--- config.mk ---
export PLATFORM = sky130hd
export DESIGN_NAME = motor_cmd_rx
export DESIGN_NICKNAME = d
export VERILOG_FILES = /design/src/rtl/motor_link_pkg.sv /design/src/rtl/uart_rx_byte.sv /design/src/rtl/motor_cmd_rx.sv
export SDC_FILE = /design/constraint.sdc
export NUM_CORES = 1
export LEC_CHECK = 0
export CORE_ASPECT_RATIO = 0.6
export CORE_MARGIN = 5
export CORE_UTILIZATION = 50
export CTS_BUF_LIST = sky130_fd_sc_hd__clkbuf_8
export CTS_CLUSTER_DIAMETER = 150
export DETAILED_ROUTE_END_ITERATION = 10
export HOLD_SLACK_MARGIN = 0.02
export PLACE_DENSITY = 0.7
export SLEW_MARGIN = 30
export SYNTH_ARGS = -nofsm -noshare
export SYNTH_HDL_FRONTEND = slang
export SYNTH_HIERARCHICAL = 1
export SYNTH_SLANG_ARGS = --single-unit
--- constraint.sdc ---
create_clock -name CLOCK_50 -period 3 [get_ports CLOCK_50]
set_clock_uncertainty 0.05 [all_clocks]
set_input_delay 0.6 -clock CLOCK_50 [delete_from_list [all_inputs] [get_ports CLOCK_50]]
set_output_delay 0.6 -clock CLOCK_50 [all_outputs]
set_load 0.01 [all_outputs]
--- src/rtl/motor_link_pkg.sv ---
// Shared constants and types for the motor command link receiver.
// Holds the frame header, the speed ceiling and the state encodings.
package motor_link_pkg;

    localparam logic [7:0] FRAME_HDR = 8'hA5;
    localparam logic [7:0] SPEED_MAX = 8'h80;

    typedef logic [7:0] speed_t;

    typedef enum logic [1:0] {
        WAIT_HDR,
        GET_L,
        GET_R,
        GET_CHK
    } parser_state_t;

    typedef enum logic [1:0] {
        RX_IDLE,
        RX_START,
        RX_DATA,
        RX_STOP
    } rx_state_t;

    // Speeds are unsigned Q1.7, so anything above 1.0 is pinned to 1.0.
    function automatic speed_t clamp_speed(input logic [7:0] raw);
        return (raw > SPEED_MAX) ? SPEED_MAX : raw;
    endfunction

endpackage

--- src/rtl/uart_rx_byte.sv ---
// 8N1 UART byte receiver with a 2-flop input synchroniser and mid-bit sampling.
// Emits a one-cycle byte_stb on a good stop bit, or byte_err on a bad one.
module uart_rx_byte
    import motor_link_pkg::*;
#(
    parameter int CLKS_PER_BIT = 434
) (
    input  logic       clk,
    input  logic       reset,
    input  logic       rx,
    output logic [7:0] rx_byte,
    output logic       byte_stb,
    output logic       byte_err
);

    localparam int CNT_W = $clog2(CLKS_PER_BIT + 1);
    localparam logic [CNT_W-1:0] BIT_LAST  = CNT_W'(CLKS_PER_BIT - 1);
    localparam logic [CNT_W-1:0] HALF_LAST = CNT_W'(CLKS_PER_BIT / 2 - 1);

    rx_state_t        state_q, state_d;
    logic             rx_meta_q, rx_meta_d;
    logic             rx_sync_q, rx_sync_d;
    logic             rx_prev_q, rx_prev_d;
    logic [CNT_W-1:0] cnt_q, cnt_d;
    logic [2:0]       bit_idx_q, bit_idx_d;
    logic [7:0]       shift_q, shift_d;

    // Synchroniser and edge history reset low so a line held low at reset
    // release is not mistaken for a start bit until it has gone high first.
    always_ff @(posedge clk) begin
        if (reset) begin
            state_q   <= RX_IDLE;
            rx_meta_q <= 1'b0;
            rx_sync_q <= 1'b0;
            rx_prev_q <= 1'b0;
            cnt_q     <= '0;
            bit_idx_q <= '0;
            shift_q   <= '0;
        end else begin
            state_q   <= state_d;
            rx_meta_q <= rx_meta_d;
            rx_sync_q <= rx_sync_d;
            rx_prev_q <= rx_prev_d;
            cnt_q     <= cnt_d;
            bit_idx_q <= bit_idx_d;
            shift_q   <= shift_d;
        end
    end

    always_comb begin
        state_d = state_q;
        case (state_q)
            RX_IDLE: begin
                if (rx_prev_q && !rx_sync_q) begin
                    state_d = RX_START;
                end
            end
            RX_START: begin
                if (cnt_q == HALF_LAST) begin
                    state_d = rx_sync_q ? RX_IDLE : RX_DATA;
                end
            end
            RX_DATA: begin
                if (cnt_q == BIT_LAST && bit_idx_q == 3'd7) begin
                    state_d = RX_STOP;
                end
            end
            RX_STOP: begin
                if (cnt_q == BIT_LAST) begin
                    state_d = RX_IDLE;
                end
            end
            default: state_d = RX_IDLE;
        endcase
    end

    always_comb begin
        rx_meta_d = rx;
        rx_sync_d = rx_meta_q;
        rx_prev_d = rx_sync_q;
        cnt_d     = cnt_q + 1'b1;
        bit_idx_d = bit_idx_q;
        shift_d   = shift_q;
        byte_stb  = 1'b0;
        byte_err  = 1'b0;
        case (state_q)
            RX_IDLE: begin
                cnt_d     = '0;
                bit_idx_d = '0;
            end
            RX_START: begin
                if (cnt_q == HALF_LAST) begin
                    cnt_d = '0;
                end
            end
            RX_DATA: begin
                if (cnt_q == BIT_LAST) begin
                    cnt_d     = '0;
                    shift_d   = {rx_sync_q, shift_q[7:1]};
                    bit_idx_d = bit_idx_q + 3'd1;
                end
            end
            RX_STOP: begin
                if (cnt_q == BIT_LAST) begin
                    cnt_d    = '0;
                    byte_stb = rx_sync_q;
                    byte_err = !rx_sync_q;
                end
            end
            default: cnt_d = '0;
        endcase
    end

    assign rx_byte = shift_q;

endmodule

--- src/rtl/motor_cmd_rx.sv ---
// Motor command link receiver: parses [A5, L, R, CHK] frames into clamped speeds.
// Optional command watchdog enabled by defining CMD_TIMEOUT_EN.
module motor_cmd_rx
    import motor_link_pkg::*;
#(
    parameter int CLK_HZ     = 50_000_000,
    parameter int BAUD       = 115_200,
    parameter int TIMEOUT_MS = 100
) (
    input  logic       CLOCK_50,
    input  logic       reset,
    input  logic       rx,
    output logic [7:0] left_speed,
    output logic [7:0] right_speed,
    output logic       cmd_valid,
    output logic       frame_err
);

    localparam int CLKS_PER_BIT = (CLK_HZ + BAUD / 2) / BAUD;

    logic [7:0] rx_byte;
    logic       byte_stb;
    logic       byte_err;

    uart_rx_byte #(
        .CLKS_PER_BIT(CLKS_PER_BIT)
    ) u_uart_rx_byte (
        .clk     (CLOCK_50),
        .reset   (reset),
        .rx      (rx),
        .rx_byte (rx_byte),
        .byte_stb(byte_stb),
        .byte_err(byte_err)
    );

    parser_state_t state_q, state_d;
    logic [7:0]    l_raw_q, l_raw_d;
    logic [7:0]    r_raw_q, r_raw_d;
    speed_t        left_q, left_d;
    speed_t        right_q, right_d;
    logic          cmd_valid_q, cmd_valid_d;
    logic          frame_err_q, frame_err_d;
    logic          chk_ok;

`ifdef CMD_TIMEOUT_EN
    localparam logic [31:0] WDOG_LIMIT =
        32'((64'(TIMEOUT_MS) * 64'(CLK_HZ)) / 64'd1000);
    logic [31:0] wdog_q, wdog_d;

    always_ff @(posedge CLOCK_50) begin
        if (reset) begin
            wdog_q <= '0;
        end else begin
            wdog_q <= wdog_d;
        end
    end
`endif

    always_ff @(posedge CLOCK_50) begin
        if (reset) begin
            state_q     <= WAIT_HDR;
            l_raw_q     <= '0;
            r_raw_q     <= '0;
            left_q      <= '0;
            right_q     <= '0;
            cmd_valid_q <= 1'b0;
            frame_err_q <= 1'b0;
        end else begin
            state_q     <= state_d;
            l_raw_q     <= l_raw_d;
            r_raw_q     <= r_raw_d;
            left_q      <= left_d;
            right_q     <= right_d;
            cmd_valid_q <= cmd_valid_d;
            frame_err_q <= frame_err_d;
        end
    end

    // A stop-bit error abandons whatever frame was in progress.
    always_comb begin
        state_d = state_q;
        if (byte_err) begin
            state_d = WAIT_HDR;
        end else if (byte_stb) begin
            case (state_q)
                WAIT_HDR: state_d = (rx_byte == FRAME_HDR) ? GET_L : WAIT_HDR;
                GET_L:    state_d = GET_R;
                GET_R:    state_d = GET_CHK;
                GET_CHK:  state_d = WAIT_HDR;
                default:  state_d = WAIT_HDR;
            endcase
        end
    end

    // The checksum covers the raw bytes; clamping applies only to the loaded speeds.
    always_comb begin
        l_raw_d     = l_raw_q;
        r_raw_d     = r_raw_q;
        left_d      = left_q;
        right_d     = right_q;
        cmd_valid_d = 1'b0;
        frame_err_d = byte_err;
        chk_ok      = (rx_byte == (FRAME_HDR ^ l_raw_q ^ r_raw_q));
        if (byte_stb) begin
            case (state_q)
                GET_L: l_raw_d = rx_byte;
                GET_R: r_raw_d = rx_byte;
                GET_CHK: begin
                    if (chk_ok) begin
                        left_d      = clamp_speed(l_raw_q);
                        right_d     = clamp_speed(r_raw_q);
                        cmd_valid_d = 1'b1;
                    end else begin
                        frame_err_d = 1'b1;
                    end
                end
                default: ;
            endcase
        end
`ifdef CMD_TIMEOUT_EN
        wdog_d = wdog_q;
        if (cmd_valid_d) begin
            wdog_d = '0;
        end else if (wdog_q != WDOG_LIMIT) begin
            wdog_d = wdog_q + 32'd1;
            if (wdog_q == WDOG_LIMIT - 32'd1) begin
                left_d  = '0;
                right_d = '0;
            end
        end
`else
        // Without the watchdog the last commanded speeds are held indefinitely.
`endif
    end

    assign left_speed  = left_q;
    assign right_speed = right_q;
    assign cmd_valid   = cmd_valid_q;
    assign frame_err   = frame_err_q;

endmodule
[Word-level counts from Yosys, hierarchy flattened]
Cells that the tools add are included.
Word-level totals
  flip-flop bits (word level): 61
  input bits: 3
  output and inout bits: 18
  logic and storage cells: 76
Cells by class
  $add $sub $neg: 2
  order comparisons: 2
  equal/unequal tests: 16
  multiplexer cells: 23
  bitwise operators: 4
  reductions and logical operators: 15
Operators by type and width (count)
  $pmux 9 s3: 1
  $mux 9: 2
  $gt 8x8->1 const B: 2
  $mux 8: 2
  $pmux 2 s4: 2
  $mux 2: 5
  $ne 2x1->1 const B: 5
  $add 9x1->9 const B: 1
  $eq 9x8->1 const B: 1
  $eq 9x9->1 const B: 1
  $mux 1: 9
  $eq 2x2->1 const B: 4
  $eq 8x8->1: 1
  $eq 8x8->1 const B: 1
  $reduce_and 2->1: 4
  $xor 8x8->8: 1
  $pmux 3 s2: 1
  $eq 2x1->1 const B: 2
  $logic_not 2->1: 2
  $not 4->4: 1
  $reduce_and 4->1: 1
  $reduce_or 2->1: 2
  $add 3x1->3 const B: 1
  $eq 3x3->1 const B: 1
  7 further kinds: 9

[Depth between registers and ports, before layout]
  depth in word-level cells: 6
  gate-level depth with buffers: 11
  depth with buffers taken out: 9

[Cells and area by module]
Netlist, hierarchy kept.
Modules (own cells, without submodules)
  motor_cmd_rx: times used 1, cells an instance 177, area each 1780.5 µm²
  uart_rx_byte: times used 1, cells an instance 120, area each 1153.6 µm²

[Least setup slack after synthesis]
OpenSTA, ideal clock, no wires.
  path kind: register to register
  start point: register u_uart_rx_byte.cnt_q[0]
  end point: register l_raw_q[4]
  data arrival time: 2.222 ns
  slack: 0.657 ns
  cell stages (with the launch flop): 10
  buffers on the path: 3
  period minus slack after synthesis: 2.343 ns
  cell sequence: dfxtp_1 ha_1 nand4b_4 or2_1 buf_6 nor3_1 buf_1 buf_1 nand3_1 a21oi_1
Between the ends
  longest elaborated chain between the ends: 4
RTL lines
  start, declared: line uart_rx_byte.sv:24  | logic [CNT_W-1:0] cnt_q, cnt_d;
  start signal, assigned: line uart_rx_byte.sv:44  | cnt_q <= cnt_d;
  $eq 9x9->1: line uart_rx_byte.sv:104  | if (cnt_q == BIT_LAST) begin
  $mux 1: line uart_rx_byte.sv:104
  $mux 1: line uart_rx_byte.sv:86  | case (state_q)
  named net byte_stb: line motor_cmd_rx.sv:22  | logic byte_stb;
  $reduce_and 2->1 (no line)
  end signal, assigned: line motor_cmd_rx.sv:70  | l_raw_q <= l_raw_d;
  end, declared: line motor_cmd_rx.sv:37  | logic [7:0] l_raw_q, l_raw_d;
The timed path passes the listed nets, and every way through them passes these cells.
A chain may end at the register's enable or synchronous reset.

==> impl_metrics.yaml <==
run_status:
  status: "finished clean"
route:
  drc: 0
  ant_nets: 0
  vias: 2153
  drt-pass1-iter-count: 5
  wl_um: 6220
  vias_per_cell: 5.40
  route.detailed.wl_per_inst_um: 15.6
  drt_iter0_drc: 166
global_route:
  grt.overflow.total: 0
  grt_pass1_vias: 1974
  grt_max_degree: 70
  grt_antenna_before_repair: 0
  grt_pass1_wl_um: 10000
  grt_usage_pct: 17.1
power:
  switchingPower_mw: 0.331
  p_comb_share_pct: 1.5
  vdd_drop_max_uv: 243
  leakagePower_nw: 1.12
  cellInternalPower_mw: 1.28
  p_sw_share_pct: 20.6
  p_seq_share_pct: 50.7
  power_density_nw_per_um2: 477
  power_frac_clock_pct: 47.8
run:
  cap_violations: 0
clock_network:
  post_cts_resized: 0
  cts_tree: "yes"
  cts_hold_buf: 0
  cts_setup_buffers: 0
  root_buffer: "clkbuf_8"
  clkTransAtPathRegs_ns: 0.07
  cts.path.max_buffers: 2
  numCtsBuffers: 9
  clkSinkCount: 61
  htree_num_levels: 3
  worstSkewPairLatency_ns: 0.34
critical_path:
  path_class: "reg2reg"
  r2r_start: "u_uart_rx_byte/cnt_q[0]"
  crit_path_end_kind: "flop"
  worstPathRequired_ns: 3.21
  crit_arrival_ns: 2.78
  cp-start-kind: "flop"
  reg2reg_to: "state_q[0]"
  r2r_slack_ns: 0.43
  path_max_fanout: 11
  reg2reg_depth: 9
synthesis:
  synth_edf_count: 0
  synth_top_area_share_pct: 41.6
  synthTopCellsByCount: "dfxtp_1 (61), mux2i_1 (25), nand2_1 (25)"
  synth_warnings: 6
  ys.flop_type: "dfxtp_1"
  synth_cells: 297
  avgSynthCellArea_sq_um: 9.88
  yosys-top-cells-area: "dfxtp_1 (42%), mux2i_1 (8.5%), or3b_2 (4.2%)"
  synthesis.nets: 309
  synth.distinct_cells: 46
  yosysMostFrequentCell: "dfxtp_1"
  async_reset_ff_share_pct: 0
  syn_area_sq_um: 2930
  synth_top_area_cell: "dfxtp_1"
  ys_ff_latch: 61
  synth_seq_area_share_pct: 41.6
sta:
  fin_ws_ns: 0.431
  slew_violations: 0
  rsz0062_at_grt: "no"
  setup_viol: 0
  final_hold_viol_count: 0
  fin_crit_sh_pct: 85.6
  tightest_slew_ns: 0.744
  fmax_mhz: 389
  layout_min_cycle_time_ns: 2.57
  tns_ns: 0
  relSlewSlack_pct: 50.0
die:
  fp-row-count: 21
  core_area_sq_um: 5620
  die_x_um: 109
  die_h_um: 69.3
  die_area_sq_um: 7550
  pin_count: 21
  start_util_pct: 52.2
placement:
  gp_congestion: 0.793
  dp.final_hpwl_um: 4200
  io_buffers: 20
  dpl_worst_slack_ns: 0.503
cells_and_area:
  num_antenna_cells: 0
  syn_to_final_growth_pct: 15.0
  nets: 326
  drive_gt1_share_pct: 13.2
  n_fill_cell: 511
worst_hold_path:
  min_path_type: "reg2reg"
  whs_endpoint: "u_uart_rx_byte/rx_prev_d"
  hold_start: "u_uart_rx_byte/rx_meta_q"
  holdPathStages: 1
[layout by cell type (no fill, tap or decap), types with 9 or more instances in the layout]
cell type        instances
dfxtp_1                 61
nand2_1                 25
mux2i_1                 25
nand3_1                 22
a21oi_1                 19
clkdlybuf4s50_1         19
nor2_1                  19
nand2b_1                17
or3b_2                  14
inv_1                   10
ha_1                     9
clkbuf_8                 9
[stage by stage]
stage	hold slack, ns	total power, mW	utilization [%]	area, sq um	instances
finish	0.401	1.61	60.0	3370	399
global route	0.417	1.67	60.0	3370	399
CTS	0.408	1.62	60.0	3370	399
detailed placement	0.394	0.857	56.3	3170	383
global placement	0.378	0.856	56.3	3160	383
floorplan	0.364	0.851	-	2930	297
[worst max path at each step]
stage / start / end / slack (ns) / cells after the start
2_1_floorplan: u_uart_rx_byte/cnt_q[0] / l_raw_q[4] / 0.66 / 9
3_3_place_gp: u_uart_rx_byte/cnt_q[0] / state_q[0] / 0.58 / 8
3_5_place_dp: u_uart_rx_byte/cnt_q[0] / right_speed[0] / 0.50 / 8
4_1_cts: u_uart_rx_byte/cnt_q[0] / state_q[0] / 0.47 / 9
5_1_grt: u_uart_rx_byte/cnt_q[0] / state_q[0] / 0.30 / 9
6_report: u_uart_rx_byte/cnt_q[0] / state_q[0] / 0.43 / 9
[worst max-delay path, cell delays in order (launching register included)]
cell	delay (ns)
dfxtp_1	0.44
ha_1	0.23
nand4b_4	0.14
or2_1	0.36
nor3_2	0.34
buf_4	0.24
nor4bb_1	0.31
nand4_1	0.12
o221a_2	0.14
nor3_1	0.12
[cell families after synthesis]
kind of cell | count (synthesis) | share of synthesized area [%]
flops | 61 | 41.6
buf+inv | 26 | 4.43
mux | 25 | 8.53
compound gates | 33 | 7.08
fa+ha+maj | 9 | 3.84
xor+xnor | 15 | 8.40
simple gates | 128 | 26.1
[routing by layer]
layer	track usage, %	part of all wire (%)	wire length [um]
met5	0	0	0
met3	6.51	8.2	513
met4	5.74	1.4	89
met2	21.0	39	2420
met1	26.4	51	3200
[registers in the layout, indices dropped and copies added (netlist names), 2 cells and up, named ones only]
name	flops
l_raw_q	8
left_speed	8
r_raw_q	8
right_speed	8
state_q	2
u_uart_rx_byte/bit_idx_q	3
u_uart_rx_byte/cnt_q	9
u_uart_rx_byte/rx_byte	8
[area by class of cell]
class | instances | area [sq um] | area share [%]
Tap cell | 80 | 100 | 2.97
Clock inverter | 7 | 82.6 | 2.45
Multi-Input combinational cell | 210 | 1590 | 47.1
Timing Repair Buffer | 24 | 228 | 6.75
Inverter | 8 | 30.0 | 0.890
Sequential cell | 61 | 1220 | 36.2
Clock buffer | 9 | 124 | 3.67
[power groups by stage]
stage / logic [mW] / registers [mW] / clock network, mW
floorplan: 0.0189 / 0.832 / 0
global placement: 0.0231 / 0.833 / 0
CTS: 0.0236 / 0.815 / 0.783
finish: 0.0238 / 0.815 / 0.769
global route: 0.0259 / 0.815 / 0.826
detailed placement: 0.0238 / 0.833 / 0
(Power assumes the default switching activity.)
